File: src/rtl/cpu_pkg.sv
// Shared fetch-stage types: FSM state encoding, alignment constant and default widths.
package cpu_pkg;
  localparam int ADDR_W_DEF  = 64;
  localparam int INSTR_W_DEF = 32;
  localparam logic [1:0] ALIGN_OK = 2'b00;

  typedef enum logic [1:0] {ST_IDLE, ST_REQ, ST_WAIT, ST_HOLD} fetch_state_e;

  function automatic logic is_misaligned(input logic [1:0] lsb);
    return lsb != ALIGN_OK;
  endfunction
endpackage

File: src/rtl/fetch_unit_if.sv
// Memory request/response and decode handshake bundle for the fetch stage.
interface fetch_unit_if import cpu_pkg::*; #(
  parameter int ADDR_W  = ADDR_W_DEF,
  parameter int INSTR_W = INSTR_W_DEF
) ();
  // valid/ready: a transfer happens on a rising edge where both are 1; the
  // sender keeps valid and payload stable until then. rsp_valid has no ready.
  logic               imem_req_valid;
  logic               imem_req_ready;
  logic [ADDR_W-1:0]  imem_req_addr;
  logic               imem_rsp_valid;
  logic [INSTR_W-1:0] imem_rsp_data;
  logic               instr_valid;
  logic               instr_ready;
  logic [INSTR_W-1:0] instr;
  logic [ADDR_W-1:0]  instr_pc;
  logic               instr_fault;

  modport master (
    output imem_req_valid, imem_req_addr, instr_valid, instr, instr_pc, instr_fault,
    input  imem_req_ready, imem_rsp_valid, imem_rsp_data, instr_ready
  );
  modport slave (
    input  imem_req_valid, imem_req_addr, instr_valid, instr, instr_pc, instr_fault,
    output imem_req_ready, imem_rsp_valid, imem_rsp_data, instr_ready
  );
endinterface

File: src/rtl/fetch_hold_reg.sv
// Holding register for the word, address and fault flag presented to decode.
module fetch_hold_reg import cpu_pkg::*; #(
  parameter int ADDR_W  = ADDR_W_DEF,
  parameter int INSTR_W = INSTR_W_DEF
) (
  input  logic               clock,
  input  logic               reset,
  input  logic               cap_pc_i,
  input  logic [ADDR_W-1:0]  pc_i,
  input  logic               fault_i,
  input  logic               cap_data_i,
  input  logic [INSTR_W-1:0] data_i,
  output logic [INSTR_W-1:0] instr_o,
  output logic [ADDR_W-1:0]  instr_pc_o,
  output logic               instr_fault_o
);
  logic [INSTR_W-1:0] instr_q;
  logic [ADDR_W-1:0]  pc_q;
  logic               fault_q;

  // Capturing the address also zeroes the word so a faulting fetch shows instr=0.
  always_ff @(posedge clock or negedge reset) begin
    if (!reset) begin
      instr_q <= '0;
      pc_q    <= '0;
      fault_q <= 1'b0;
    end else if (cap_pc_i) begin
      instr_q <= '0;
      pc_q    <= pc_i;
      fault_q <= fault_i;
    end else if (cap_data_i) begin
      instr_q <= data_i;
    end
  end

  assign instr_o       = instr_q;
  assign instr_pc_o    = pc_q;
  assign instr_fault_o = fault_q;
endmodule

File: src/rtl/fetch_unit.sv
// Single-outstanding instruction fetch FSM (IDLE/REQ/WAIT/HOLD).
// Optional FETCH_STALL_COUNT_EN adds the stall_cycles counter port.
module fetch_unit import cpu_pkg::*; #(
  parameter int ADDR_W  = ADDR_W_DEF,
  parameter int INSTR_W = INSTR_W_DEF
) (
  input  logic              clock,
  input  logic              reset,
  input  logic [ADDR_W-1:0] pc_current,
  output logic              pc_stall,
  input  logic              flush,
  fetch_unit_if.master      bus,
  output fetch_state_e      dbg_state_o
`ifdef FETCH_STALL_COUNT_EN
  ,
  output logic [31:0]       stall_cycles
`endif
);
  fetch_state_e state_q;
  logic         drop_q;
  logic         misaligned;
  logic         in_req;
  logic         cap_pc;
  logic         rsp_take;

  assign misaligned = is_misaligned(pc_current[1:0]);
  assign in_req     = (state_q == ST_REQ);
  // A misaligned PC skips the memory and goes straight to HOLD as a fault.
  assign cap_pc     = in_req && (misaligned || bus.imem_req_ready);
  assign rsp_take   = (state_q == ST_WAIT) && bus.imem_rsp_valid && !drop_q && !flush;

  always_ff @(posedge clock or negedge reset) begin
    if (!reset) begin
      state_q <= ST_IDLE;
      drop_q  <= 1'b0;
    end else begin
      case (state_q)
        ST_IDLE: state_q <= ST_REQ;
        ST_REQ: begin
          if (cap_pc) state_q <= misaligned ? ST_HOLD : ST_WAIT;
        end
        ST_WAIT: begin
          if (bus.imem_rsp_valid) begin
            state_q <= (drop_q || flush) ? ST_REQ : ST_HOLD;
            drop_q  <= 1'b0;
          end else if (flush) begin
            drop_q  <= 1'b1;
          end
        end
        ST_HOLD: begin
          if (flush || bus.instr_ready) state_q <= ST_REQ;
        end
        default: state_q <= ST_IDLE;
      endcase
    end
  end

  fetch_hold_reg #(.ADDR_W(ADDR_W), .INSTR_W(INSTR_W)) u_hold (
    .clock         (clock),
    .reset         (reset),
    .cap_pc_i      (cap_pc),
    .pc_i          (pc_current),
    .fault_i       (misaligned),
    .cap_data_i    (rsp_take),
    .data_i        (bus.imem_rsp_data),
    .instr_o       (bus.instr),
    .instr_pc_o    (bus.instr_pc),
    .instr_fault_o (bus.instr_fault)
  );

  assign bus.imem_req_valid = in_req && !misaligned;
  assign bus.imem_req_addr  = in_req ? pc_current : '0;
  assign bus.instr_valid    = (state_q == ST_HOLD);
  assign pc_stall           = !((state_q == ST_HOLD) && bus.instr_ready && !flush);
  assign dbg_state_o        = state_q;

`ifdef FETCH_STALL_COUNT_EN
  logic [31:0] stall_cnt_q;

  always_ff @(posedge clock or negedge reset) begin
    if (!reset) begin
      stall_cnt_q <= '0;
    end else if ((state_q != ST_IDLE) && pc_stall && (stall_cnt_q != 32'hFFFF_FFFF)) begin
      stall_cnt_q <= stall_cnt_q + 32'd1;
    end
  end

  assign stall_cycles = stall_cnt_q;
`endif
endmodule

File: src/flat_wrapper.sv
// flat-port wrapper written by rule: the top's interface ports become plain ports
module fetch_unit_flat import cpu_pkg::*;
#(
  parameter int ADDR_W  = ADDR_W_DEF,
  parameter int INSTR_W = INSTR_W_DEF
)
  (clock, reset, pc_current, pc_stall, flush, dbg_state_o, bus_imem_req_valid, bus_imem_req_addr, bus_instr_valid, bus_instr, bus_instr_pc, bus_instr_fault, bus_imem_req_ready, bus_imem_rsp_valid, bus_imem_rsp_data, bus_instr_ready);
  fetch_unit_if #(.ADDR_W(ADDR_W), .INSTR_W(INSTR_W)) bus_i ();
  input  logic clock;
  input  logic reset;
  input  logic [ADDR_W-1:0] pc_current;
  output logic pc_stall;
  input  logic flush;
  output fetch_state_e dbg_state_o;
  output wire logic [$bits(bus_i.imem_req_valid)-1:0] bus_imem_req_valid;
  output wire logic [$bits(bus_i.imem_req_addr)-1:0] bus_imem_req_addr;
  output wire logic [$bits(bus_i.instr_valid)-1:0] bus_instr_valid;
  output wire logic [$bits(bus_i.instr)-1:0] bus_instr;
  output wire logic [$bits(bus_i.instr_pc)-1:0] bus_instr_pc;
  output wire logic [$bits(bus_i.instr_fault)-1:0] bus_instr_fault;
  input wire logic [$bits(bus_i.imem_req_ready)-1:0] bus_imem_req_ready;
  input wire logic [$bits(bus_i.imem_rsp_valid)-1:0] bus_imem_rsp_valid;
  input wire logic [$bits(bus_i.imem_rsp_data)-1:0] bus_imem_rsp_data;
  input wire logic [$bits(bus_i.instr_ready)-1:0] bus_instr_ready;
  assign bus_imem_req_valid = bus_i.imem_req_valid;
  assign bus_imem_req_addr = bus_i.imem_req_addr;
  assign bus_instr_valid = bus_i.instr_valid;
  assign bus_instr = bus_i.instr;
  assign bus_instr_pc = bus_i.instr_pc;
  assign bus_instr_fault = bus_i.instr_fault;
  assign bus_i.imem_req_ready = bus_imem_req_ready;
  assign bus_i.imem_rsp_valid = bus_imem_rsp_valid;
  assign bus_i.imem_rsp_data = bus_imem_rsp_data;
  assign bus_i.instr_ready = bus_instr_ready;
  fetch_unit #(.ADDR_W(ADDR_W), .INSTR_W(INSTR_W)) u_core (.clock(clock), .reset(reset), .pc_current(pc_current), .pc_stall(pc_stall), .flush(flush), .bus(bus_i), .dbg_state_o(dbg_state_o));
endmodule
File: config.mk
export PLATFORM = sky130hd
export DESIGN_NAME = fetch_unit_flat
export DESIGN_NICKNAME = d
export VERILOG_FILES = /design/src/rtl/cpu_pkg.sv /design/src/rtl/fetch_unit_if.sv /design/src/rtl/fetch_hold_reg.sv /design/src/rtl/fetch_unit.sv /design/src/flat_wrapper.sv
export SDC_FILE = /design/constraint.sdc
export NUM_CORES = 1
export LEC_CHECK = 0
export CORE_AREA = 2 2 125 127
export DETAILED_ROUTE_END_ITERATION = 8
export DIE_AREA = 0 0 127 129
export MAX_ROUTING_LAYER = met4
export PLACE_DENSITY = 0.68
export SYNTH_ARGS = -nofsm -noshare
export SYNTH_HDL_FRONTEND = slang
export SYNTH_SLANG_ARGS = --single-unit
File: constraint.sdc
create_clock -name clock -period 6 [get_ports clock]
set_clock_uncertainty 0.05 [all_clocks]
set_input_delay 1.8 -clock clock [delete_from_list [all_inputs] [get_ports clock]]
set_output_delay 1.8 -clock clock [all_outputs]
set_load 0.01 [all_outputs]
**Word-level counts from Yosys, hierarchy flattened**

Index checks and enable logic that the tools add are counted.

- Register bits: 100
- Input port bits: 102
- Output and inout bits: 166

- Eq/ne operators: 6
- Mux-type cells: 11
- Reduce and logical (&&, ||, !) cells: 20

Operators by type and width:

| cell | number |
|---|---|
| 32-bit two-way mux | 2 |
| 64-bit two-way mux | 1 |
| 2-bit two-way mux | 4 |
| 2-bit one-hot mux with 4 select lines | 1 |
| 1-bit logical AND | 7 |
| 2-bit nonzero test | 3 |
| 2-bit == test, second input constant | 2 |
| 1-bit zero test | 4 |
| 2-bit != test, second input constant | 2 |
| 1-bit logical OR | 3 |
| 1-bit two-way mux | 3 |
| 3-bit AND reduction | 1 |
| 2-bit by 1-bit == test with 1-bit output, second input constant | 1 |
| 2-bit zero test | 1 |
| 2-bit by 1-bit != test with 1-bit output, second input constant | 1 |
| 2-bit AND reduction | 1 |

**Depth between registers and ports, before layout**

- Depth in word-level cells: 6
- Gate-level depth with buffers: 8

**Cells and area by module**

From an unflattened synthesis, not the netlist that was laid out.

- Cells, all modules: 339
- Area total of the unflattened synthesis: 4,778.3 um^2

By module, submodules not included:

| module | times used | cells an instance | area an instance (um^2) | sequential area each (um^2) |
|---|---|---|---|---|
| fetch_hold_reg | 1 | 241 | 4,065.1 | 2,427.3 |
| fetch_unit | 1 | 98 | 713.2 | 75.1 |

**Least setup slack after synthesis**

No wires, ideal clock.

- Path kind: input -> output
- Start point: input pc_current[1]
- End point: output bus_imem_req_valid
- Arrival: 2.172 ns
- Required time: 4.150 ns
- Setup slack: 1.978 ns
- Cell stages on the path: 1
- Buffers on the path: 0
- Path through: nor3b_1

- Longest elaborated chain between the ends: 3

Ends and longest elaborated chain:

| what | RTL line | text |
|---|---|---|
| from (decl) | flat_wrapper.sv:11 | `input logic [ADDR_W-1:0] pc_current;` |
| 2-bit nonzero test | cpu_pkg.sv:10 | `return lsb != ALIGN_OK;` |
| 1-bit zero test | fetch_unit.sv:71 | `assign bus.imem_req_valid = in_req && !misaligned;` |
| 1-bit logical AND | fetch_unit.sv:71 |  |
| to (decl) | flat_wrapper.sv:15 | `output wire logic [$bits(bus_i.imem_req_valid)-1:0] bus_imem_req_valid;` |

Every way passes these cells.

**Worst setup path in the final report**

Same ends and word-level chain as after synthesis.

==> metrics.txt <==
status=finished, final reports clean; relative slew slack=0.283; Die Area=between 0.015 and 0.02 mm^2; core area=0.0150 mm^2; CTS tree=built; Post-CTS Hold Buffers=0; Power Dens Cells=448 mW/mm^2; number of buffers created by CTS=9; Yosys top cell by area=dfrtp_1; first-pass iteration count of the detailed router=5; vias in the first global route=4175; Leakage=3.33 nW; post-CTS setup buffer count=0; critical path's slowest cell=clkdlybuf4s50_1; Tmin final=about 5.1 ns; final setup violating endpoints=0; Crit path max-delay family=buffers and inverters; Seq pwr share=0.313; Seq/Total Area, Yosys=0.564; Comb pwr share=0.536; mapped cell area=roughly 0.0044 mm^2; total power draw=3.35 mW; Worst-Margin Slew=approximately 1.1 ns; RSZ-0062 raised after global routing=false; R2R depth=6; Worst-Skew Late Latency=0.33 ns; largest net degree at the start of global routing=72; maximum VDD drop=0.610 mV; Area Growth Syn to Fin=68.1%; Tot GR Track Use=0.165; Startpoint Class=input port; root buffer cell=clkbuf_16; Clk network pwr share=0.151; Worst EP required=4.15 ns; Cell variety after synth=25; hold path depth=2; main area contributors after synthesis=dfrtp_1, nand2_1, and2_1; diode count=0; Syn Inst Count=508; Detailed Route WL=13.4 mm; Starting Density=0.296; Crit. End Element=output pin; Nets=867; Pint=2.12 mW; CP Cell Sequence=clkdlybuf4s50_1 -> nor3b_1 -> clkdlybuf4s50_1; post-CTS sizing=0; Arr. time, crit path=3.28 ns; Max FO, Critical Path=6; global-route wire length before repair=20.9 mm; clk buf depth=2; worst path bufs/invs=2; CP dominant cell by count=clkdlybuf4s50_1; Yosys Warn Count=0; mean post-synth cell area=8.74 um^2; via count=4253; layout cell share with drive strength beyond 1=0.0314; wire length per cell=14.1 um; Switching Fraction=0.365; Die X=127 um; Port Buf Inserts=267; Final Hold Violating Endpoints=0; Routed Antenna Nets=0; TNS Setup=0 ns; htree depth=3; Crit Path Class=input port to output pin; antenna violations before repair=0; Synth Register Bits=100; Site Rows=45; DP HPWL=10.1 mm; Via density=around 4.5; Clock transition at path regs=0.06 ns; fin crit share=0.854; critical path depth=3; Die Y=129 um; Post-Syn Nets=614; GPL Wtd Cong=approximately 0.78; min-delay worst type=flop to flop; DR DRC count=0; GR Overflow Total=0; NetSw=between 1 and 1.5 mW; Final Slew Violations=0; I/O pin count=268; Max Fclk=0.195 GHz; clock sink count=100; Maximum Capacitance Violations=0; area fraction of the dominant cell type after synthesis=0.564; DRT iter0 DRCs=119; max incr delay on CP=0.60 ns
## through the flow
stage / instance area, um^2 / worst slack [ns] / util / std cells / hold WS [ns]
6_report: 7460 / 0.874 / 0.498 / 953 / 0.419
5_1_grt: 7460 / 0.733 / 0.498 / 953 / 0.446
4_1_cts: 7460 / 0.863 / 0.498 / 953 / 0.427
3_5_place_dp: 7210 / 0.879 / 0.482 / 938 / 0.412
3_3_place_gp: 7210 / 0.945 / 0.482 / 938 / 0.407
2_1_floorplan: 4440 / 1.98 / - / 508 / 0.450
## state kept, by name, indices dropped and copies added (netlist names)
signal and count:
u_core.u_hold.instr_pc_o 64, u_core.u_hold.instr_o 32, u_core.dbg_state_o 2, u_core.drop_q 1
u_core.u_hold.instr_fault_o 1
## cells in the mapped netlist (all sizes together)
cell / count
or3: 1
buf: 20
nor4bb: 1
o31ai: 1
nor2: 1
a21o: 2
o32a: 1
ha: 4
o22ai: 1
nand4bb: 1
o21ai: 1
o31a: 2
nand3b: 1
clkbuf: 12
and2: 64
inv: 3
nor3b: 2
nand2: 253
a21oi: 34
nor2b: 1
nor4b: 1
dfrtp: 100
a211oi: 1
## power groups by stage
stage          clock network (mW)  registers, mW  logic [mW]
6_report                    0.505           1.05        1.79
2_1_floorplan                   0           1.16       0.738
5_1_grt                     0.556           1.08        1.95
3_3_place_gp                    0           1.05        1.80
3_5_place_dp                    0           1.06        1.82
4_1_cts                     0.529           1.05        1.83
## layout by cell type (no fill, tap or decap)
| cell | netlist | routed |
|---|---|---|
| a211oi_1 | 1 | 1 |
| inv_1 | 3 | 3 |
| nand2_1 | 253 | 253 |
| and2_1 | 64 | 64 |
| nor2_1 | 1 | 1 |
| nand3b_1 | 1 | 1 |
| ha_2 | 0 | 1 |
| o22ai_1 | 1 | 1 |
| o31ai_4 | 1 | 1 |
| o31a_1 | 2 | 1 |
| nor4b_1 | 1 | 1 |
| or3_1 | 1 | 1 |
| nor3b_1 | 2 | 2 |
| nor2b_1 | 1 | 1 |
| a21o_1 | 2 | 2 |
| buf_4 | 4 | 8 |
| o32a_1 | 1 | 1 |
| o31a_2 | 0 | 1 |
| clkbuf_16 | 0 | 9 |
| clkdlybuf4s50_1 | 0 | 266 |
| o21ai_0 | 1 | 1 |
| clkinv_2 | 0 | 3 |
| nand4bb_1 | 1 | 1 |
| clkbuf_1 | 12 | 3 |
| dfrtp_1 | 100 | 100 |
| ha_1 | 4 | 3 |
| nor4bb_4 | 0 | 1 |
| a21oi_1 | 34 | 34 |
## final cells by class
type,instances,area (um^2)
multi-input cells,373,1740
fillers,1391,7510
inverters,3,11.3
clock buffers,12,236
flip-flops and latches,100,2500
well taps,188,235
clock inverters,3,15.0
repair buffers,274,2720
## cells by family (layout without fill, tap and decap cells)
group	Yosys count	after routing	synth area share
and+or+nand+nor	326	326	0.320
DFF	100	100	0.564
AOI/OAI and AO/OA	43	43	0.0569
buffers and inverters	35	292	0.0487
adders and majority gates	4	4	0.0113
## tightest hold or removal path, cell delays in order (launching register included)
cell     delay (ns)
dfrtp_1        0.34
nand2_1        0.05
nand2_1        0.04
## per-layer routing
layer	GRT usage	share of wire
met1	0.210	0.44
met2	0.262	0.48
met3	0.0399	0.073
met4	0.0504	0.012
met5	-	0
## path summary, 6_finish.rpt
check                                                  from                     endpoint  slack, ns
max in group asynchronous                             reset    u_core.u_hold.instr_o[23]       3.38
worst max-delay path                          pc_current[1]           bus_imem_req_valid       0.87
worst min-delay path            u_core.u_hold.instr_fault_o  u_core.u_hold.instr_fault_o       0.42
min in group asynchronous                             reset     u_core.u_hold.instr_o[6]       1.42
worst max register to register        u_core.dbg_state_o[1]        u_core.dbg_state_o[1]       3.42
worst min register to register  u_core.u_hold.instr_fault_o  u_core.u_hold.instr_fault_o       0.42
(Power assumes the default switching activity.)
